[config.mk]
export PLATFORM = sky130hd
export DESIGN_NAME = risc_data_mem_arbiter
export DESIGN_NICKNAME = d
export VERILOG_FILES = /design/src/rtl/risc_data_mem_arbiter.sv
export SDC_FILE = /design/constraint.sdc
export NUM_CORES = 1
export LEC_CHECK = 0
export CORE_UTILIZATION = 46
export CTS_BUF_LIST = sky130_fd_sc_hd__clkbuf_4
export DETAILED_ROUTE_END_ITERATION = 8
export PLACE_DENSITY = 0.88
export SLEW_MARGIN = 20
export SYNTH_ARGS = -nofsm -noshare
export SYNTH_HDL_FRONTEND = slang
export SYNTH_SLANG_ARGS = --single-unit
[constraint.sdc]
create_clock -name clk -period 5.72 [get_ports clk]
set_input_delay 1.144 -clock clk [delete_from_list [all_inputs] [get_ports clk]]
set_output_delay 1.144 -clock clk [all_outputs]
set_load 0.005 [all_outputs]
[src/rtl/risc_data_mem_arbiter.sv]
// Data-memory arbiter for two requesters: the CPU (port A, fixed priority) and the loader/debug DMA (port B).
// Port B is protected by a starvation counter. Responses are registered with 1-cycle latency.
module risc_data_mem_arbiter #(
    parameter int DEPTH    = 1024,
    parameter int MAX_WAIT = 4
) (
    input  logic        clk,
    input  logic        reset,

    input  logic        a_req,
    input  logic        a_we,
    input  logic [31:0] a_addr,
    input  logic [31:0] a_wdata,
    output logic        a_gnt,
    output logic        a_stall,
    output logic        a_rvalid,
    output logic [31:0] a_rdata,
    output logic        a_err,

    input  logic        b_req,
    input  logic        b_we,
    input  logic [31:0] b_addr,
    input  logic [31:0] b_wdata,
    output logic        b_gnt,
    output logic        b_rvalid,
    output logic [31:0] b_rdata,
    output logic        b_err,

    output logic        mem_we,
    output logic [31:0] mem_addr,
    output logic [31:0] mem_wdata,
    input  logic [31:0] mem_rdata,

    output logic [15:0] conflict_cnt
);

    localparam logic [3:0]  MAX_WAIT_W = 4'(MAX_WAIT);
    localparam logic [31:0] DEPTH_W    = 32'(DEPTH);

    logic [3:0]  wait_cnt_reg;
    logic [3:0]  wait_cnt_next;
    logic        last_winner_reg;   // 0: port A, 1: port B
    logic        resp_valid_reg;
    logic        resp_err_reg;
    logic [15:0] conflict_cnt_reg;
    logic [31:0] addr_hold_reg;
    logic [31:0] wdata_hold_reg;
    logic [31:0] rdata_reg [2];

    logic        both_req;
    logic        b_forced;
    logic        a_win;
    logic        b_win;
    logic        any_gnt;
    logic        win_we;
    logic [31:0] win_addr;
    logic [31:0] win_wdata;
    logic        in_range;
    logic [31:0] rdata_capture;
    logic [1:0]  gnt_vec;

    // Winner selection; reset low forces every grant off.
    always_comb begin
        both_req = a_req & b_req;
        b_forced = (wait_cnt_reg == MAX_WAIT_W);
        a_win    = a_req & (~b_req | ~b_forced);
        b_win    = b_req & (~a_req | b_forced);
        a_gnt    = a_win & reset;
        b_gnt    = b_win & reset;
        any_gnt  = a_gnt | b_gnt;
        a_stall  = a_req & ~a_gnt;
        gnt_vec  = {b_gnt, a_gnt};
    end

    always_comb begin
        win_we    = a_we;
        win_addr  = a_addr;
        win_wdata = a_wdata;
        if (b_gnt) begin
            win_we    = b_we;
            win_addr  = b_addr;
            win_wdata = b_wdata;
        end
        in_range = (win_addr < DEPTH_W);
    end

    // Idle cycles keep the bus steady at the last granted address and data.
    always_comb begin
        mem_we    = 1'b0;
        mem_addr  = addr_hold_reg;
        mem_wdata = wdata_hold_reg;
        if (any_gnt) begin
            mem_we    = win_we & in_range;
            mem_addr  = win_addr;
            mem_wdata = win_wdata;
        end
    end

    always_comb begin
        rdata_capture = 32'd0;
        if (!win_we && in_range) begin
            rdata_capture = mem_rdata;
        end
    end

    always_comb begin
        wait_cnt_next = 4'd0;
        if (b_req && !b_gnt) begin
            wait_cnt_next = (wait_cnt_reg == MAX_WAIT_W) ? wait_cnt_reg : wait_cnt_reg + 4'd1;
        end
    end

    always_ff @(posedge clk or negedge reset) begin
        if (!reset) begin
            wait_cnt_reg     <= 4'd0;
            last_winner_reg  <= 1'b0;
            resp_valid_reg   <= 1'b0;
            resp_err_reg     <= 1'b0;
            conflict_cnt_reg <= 16'd0;
            addr_hold_reg    <= 32'd0;
            wdata_hold_reg   <= 32'd0;
        end else begin
            wait_cnt_reg   <= wait_cnt_next;
            resp_valid_reg <= any_gnt;
            resp_err_reg   <= any_gnt & ~in_range;
            if (any_gnt) begin
                last_winner_reg <= b_gnt;
                addr_hold_reg   <= win_addr;
                wdata_hold_reg  <= win_wdata;
            end
            if (both_req && conflict_cnt_reg != 16'hFFFF) begin
                conflict_cnt_reg <= conflict_cnt_reg + 16'd1;
            end
        end
    end

    // Per-port read data holds its last value between responses.
    generate
        for (genvar gi = 0; gi < 2; gi++) begin : g_rdata
            always_ff @(posedge clk or negedge reset) begin
                if (!reset) begin
                    rdata_reg[gi] <= 32'd0;
                end else if (gnt_vec[gi]) begin
                    rdata_reg[gi] <= rdata_capture;
                end
            end
        end
    endgenerate

    assign a_rvalid     = resp_valid_reg & ~last_winner_reg;
    assign b_rvalid     = resp_valid_reg &  last_winner_reg;
    assign a_err        = resp_err_reg   & ~last_winner_reg;
    assign b_err        = resp_err_reg   &  last_winner_reg;
    assign a_rdata      = rdata_reg[0];
    assign b_rdata      = rdata_reg[1];
    assign conflict_cnt = conflict_cnt_reg;

endmodule

# == After elaboration in Yosys (flattened, before gate mapping) ==
# Cells that the tools add are included.
# totals
out_inout_bits,152
reg_bits,151
input_bits,166
# op_classes
n_eq_ne,3
addsub,2
magnitude_cmp,1
n_reduce_logical,5
n_bitwise,21
muxes,9
# op_table
cell,count
two-way mux 32 bit,5
"< comparator 32 x 11 -> 1 bit, second input constant",1
"adder 16 x 1 -> 16 bit, second input constant",1
"inequality test 16 bit, second input constant",1
bitwise AND 1 bit,12
two-way mux 4 bit,2
inverter 1 bit,6
"adder 4 x 1 -> 4 bit, second input constant",1
"equality test 4 x 3 -> 1 bit, second input constant",1
logical AND 1 bit,3
bitwise OR 1 bit,3
zero test 1 bit,2
two-way mux 1 bit,2
"inequality test 2 bit, second input constant",1

# == Longest topological paths before layout ==
# depth
ltp_word,8
ltp_mapped,10

# == Worst setup path after synthesis ==
# OpenSTA, ideal clock, no wires.
# synth_path
path_kind,in2out
from,input port b_req
to,output port mem_addr[1]
n_path_buf,3
path_slack_ns,2.414
required_ns,4.576
cell_stages,8
arrival_time_ns,2.162
path_cell_list,and4b_1 > or2_1 > buf_4 > inv_4 > buf_6 > buf_6 > nor3_1 > nor2_1
# synth_via
elab_chain_len,6
elab_cells_between_ends,9
cone_classes,mux (2); bitwise (7)
# synth_lines
element,line_no,rtl
start: declaration,20,"input logic b_req,"
inverter 1 bit,66,a_win = a_req & (~b_req | ~b_forced);
bitwise OR 1 bit,66,
bitwise AND 1 bit,66,
bitwise AND 1 bit,68,a_gnt = a_win & reset;
bitwise OR 1 bit,70,any_gnt = a_gnt | b_gnt;
two-way mux 32 bit *,-,
end: declaration,30,"output logic [31:0] mem_addr,"
# Every way passes the cells marked *; elsewhere a longest branch is shown, timed or not.

# == Worst setup path after layout ==
# layout_path
from,input port b_req
to,output port mem_addr[24]
# Same word-level chain as after synthesis.

==> impl_results.md <==
- Top-count cell post-synth: nand2_1
- Clock share of power: 24.5%
- Total wire length: 21800 um
- WS Path Type: primary input to primary output
- Clk buf depth: 2
- TritonCTS Sinks: 151
- # port buffers: 317
- # IOs: 318
- Post-Syn Area: 0.00681 mm2
- Syn-to-layout area delta: 50.4%
- Routed WL per cell: between 15 and 20 um
- Sw Ratio: between 20% and 30%
- Number of global-route vias before repair: roughly 6400
- DP HPWL: about 15000 um
- CTS H-Tree Depth: 4
- Via count: 6617
- Worst r2r src: wait_cnt_reg[0]
- R2R depth: 8
- Worst slew pin tran: 0.947 ns
- Core ar.: 0.0145 mm2
- Peak VDD IR: 0.131 mV
- Detail Route Antenna Nets: 0
- Share of the synthesized area in the top cell type: 55.5%
- PostCTS Resize Cnt: 0
- CP required: between 4 and 5 ns
- Clk Latency, worst-skew pair: 0.54 ns
- Setup Skew: 0.0247 ns
- Root buffer cell: clkbuf_4
- Nets@finish: 1180
- WP data arrival: around 3.6 ns
- Switching power: 0.000688 W
- Design Area, Final: a little over 0.01 mm2
- Setup tns final: 0 ns
- Crit path max fanout: 68
- Final Hold Viols: 0
- P_leak: 4.16 nW
- DRC violations left: 0
- Gr usage total: 29.1%
- Initial antenna violation count: 0
- Post-CTS setup buffers: 0
- Number of vias per cell: ~5.5
- Total die area: 0.0153 mm2
- Pin count of the biggest net entering global routing: between 100 and 150
- First-pass iteration count of the detailed router: 5
- Comb power frac: about a quarter
- Max cap viols: 0
- Asr flop ratio synth: 100%
- CP Launch Type: primary input
- CTS tree: built
- Sequential Power Share: 49.8%
- Die Ht: roughly 120 um
- RSZ-0062 raised after global routing: no
- Setup-failing EPs final: 0
- Grt total ovfl: 0
- CTS buffer count: 17
- Crit Reg-Reg Endpoint: a_rdata[29]
- FF+latch count, synth: 151
- Top FF cell, synth: dfrtp_1
- Area leader, netlist: dfrtp_1
- List of most frequent post-synthesis cells: nand2_1, dfrtp_1, nor2_1
- Share of cells above drive strength 1: 5.50%
- First-pass GRT wire length: 33200 um
- Critical Path Sink Type: primary output
- Pwr Density: 242 mW/mm2
- Syn_nets: 889
- Cell Area, Placed: approximately 0.01 mm2
- Post-synth EDFFs: 0
- Reg clk slew, reported paths: 0.11 ns
- Final max-slew violation count: 0
- Synth warnings: 0
- Synth unique cells: 43
- Final GP Congestion: 0.830
- Cell internal pwr: about 0.0018 W
- Hold_buf cts: 0
- Post-synthesis area per instance: about 9.5 um2
- Hold Crit Class: primary input to asynchronous set/reset pin
- Status: finished clean
- Setup slack, reg-to-reg: 3.12 ns
- Final min period: 4.75 ns
- Row count: 44
- Period utilization: 83.1%
- Number of DRC markers in iteration 0: 524
- Sequential fraction of the synthesis area: 55.5%
- Slew headroom: 36.8%
- Max Freq: 210 MHz
- DIE WIDTH: about 120 um
- Initial Util: 47.1%
- Cells after Synth: 720
- Synth top area cells: dfrtp_1, nand2_1, o21ai_1, nor2_1, o22ai_1
kinds of logic (layout without fill, tap and decap cells):
| kind of cell | Yosys count | after routing | share of synthesized area [%] |
|---|---|---|---|
| mux | 1 | 1 | 0.165 |
| fa+ha+maj | 3 | 3 | 0.551 |
| simple gates | 354 | 354 | 25.4 |
| compound gates | 133 | 133 | 11.1 |
| xor+xnor | 18 | 18 | 2.31 |
| other cells | 0 | 1 | 0 |
| buf+inv | 60 | 359 | 5.03 |
| flops | 151 | 151 | 55.5 |
power by group through the flow:
stage	registers [W]	clock network, W	logic, W
after floorplan	0.00124	0	0.000225
after global routing	0.00125	0.000671	0.000693
after CTS	0.00124	0.000628	0.000640
after global placement	0.00125	0	0.000624
final	0.00124	0.000609	0.000637
after detailed placement	0.00126	0	0.000636
how the worst max path moves through the flow:
stage               start       endpoint  slack (ns)
detailed placement  b_req   mem_addr[19]        0.98
CTS                 b_req   mem_addr[19]        1.00
global placement    b_req  mem_wdata[11]        1.03
finish              b_req   mem_addr[24]        0.97
floorplan           b_req    mem_addr[1]        2.41
global route        b_req   mem_addr[24]        0.84
placed cells by master, fill, tap and decap left out, types with 14 or more instances in the layout:
cell             count
xor2_1              14
dfrtp_1            151
nand2_1            153
o22ai_1             42
clkbuf_4            20
o21ai_1             59
a31oi_1             22
clkdlybuf4s50_1    316
nor2_1              72
nor3_1              44
nand3b_1            32
metal layers:
metal	track usage [%]	up-vias	wire length [um]
met5	0	-	0
met4	17.2	0	1120
met3	6.46	65	1630
met2	46.0	342	10600
met1	36.6	3145	8450
li1	-	3065	-
critical path, stage by stage:
cell	delay, ns
clkdlybuf4s50_1	0.48
and4b_1	0.24
or2_4	0.25
inv_4	0.51
nand2_1	0.14
a31oi_1	0.25
clkdlybuf4s50_1	0.56
stage by stage:
stage	total power (W)	hold slack, ns	util, %	worst slack, ns	cells
final	0.00248	0.371	70.8	0.969	1204
after global routing	0.00261	0.307	70.7	0.843	1203
after CTS	0.00250	0.310	70.7	1.00	1203
after detailed placement	0.00189	0.473	69.1	0.985	1176
after global placement	0.00188	0.463	69.1	1.03	1176
after floorplan	0.00147	0.473	-	2.41	720
final cells by class:
cell class | count | area, um2
Clock buffer | 20 | 150
Tap cell | 184 | 230
Timing Repair Buffer | 327 | 3280
Sequential cell | 151 | 3780
Antenna cell | 1 | 2.50
Multi-Input combinational cell | 509 | 2700
Inverter | 5 | 21.3
Fill cell | 1089 | 4230
Clock inverter | 7 | 83.8
(Power assumes the default switching activity.)
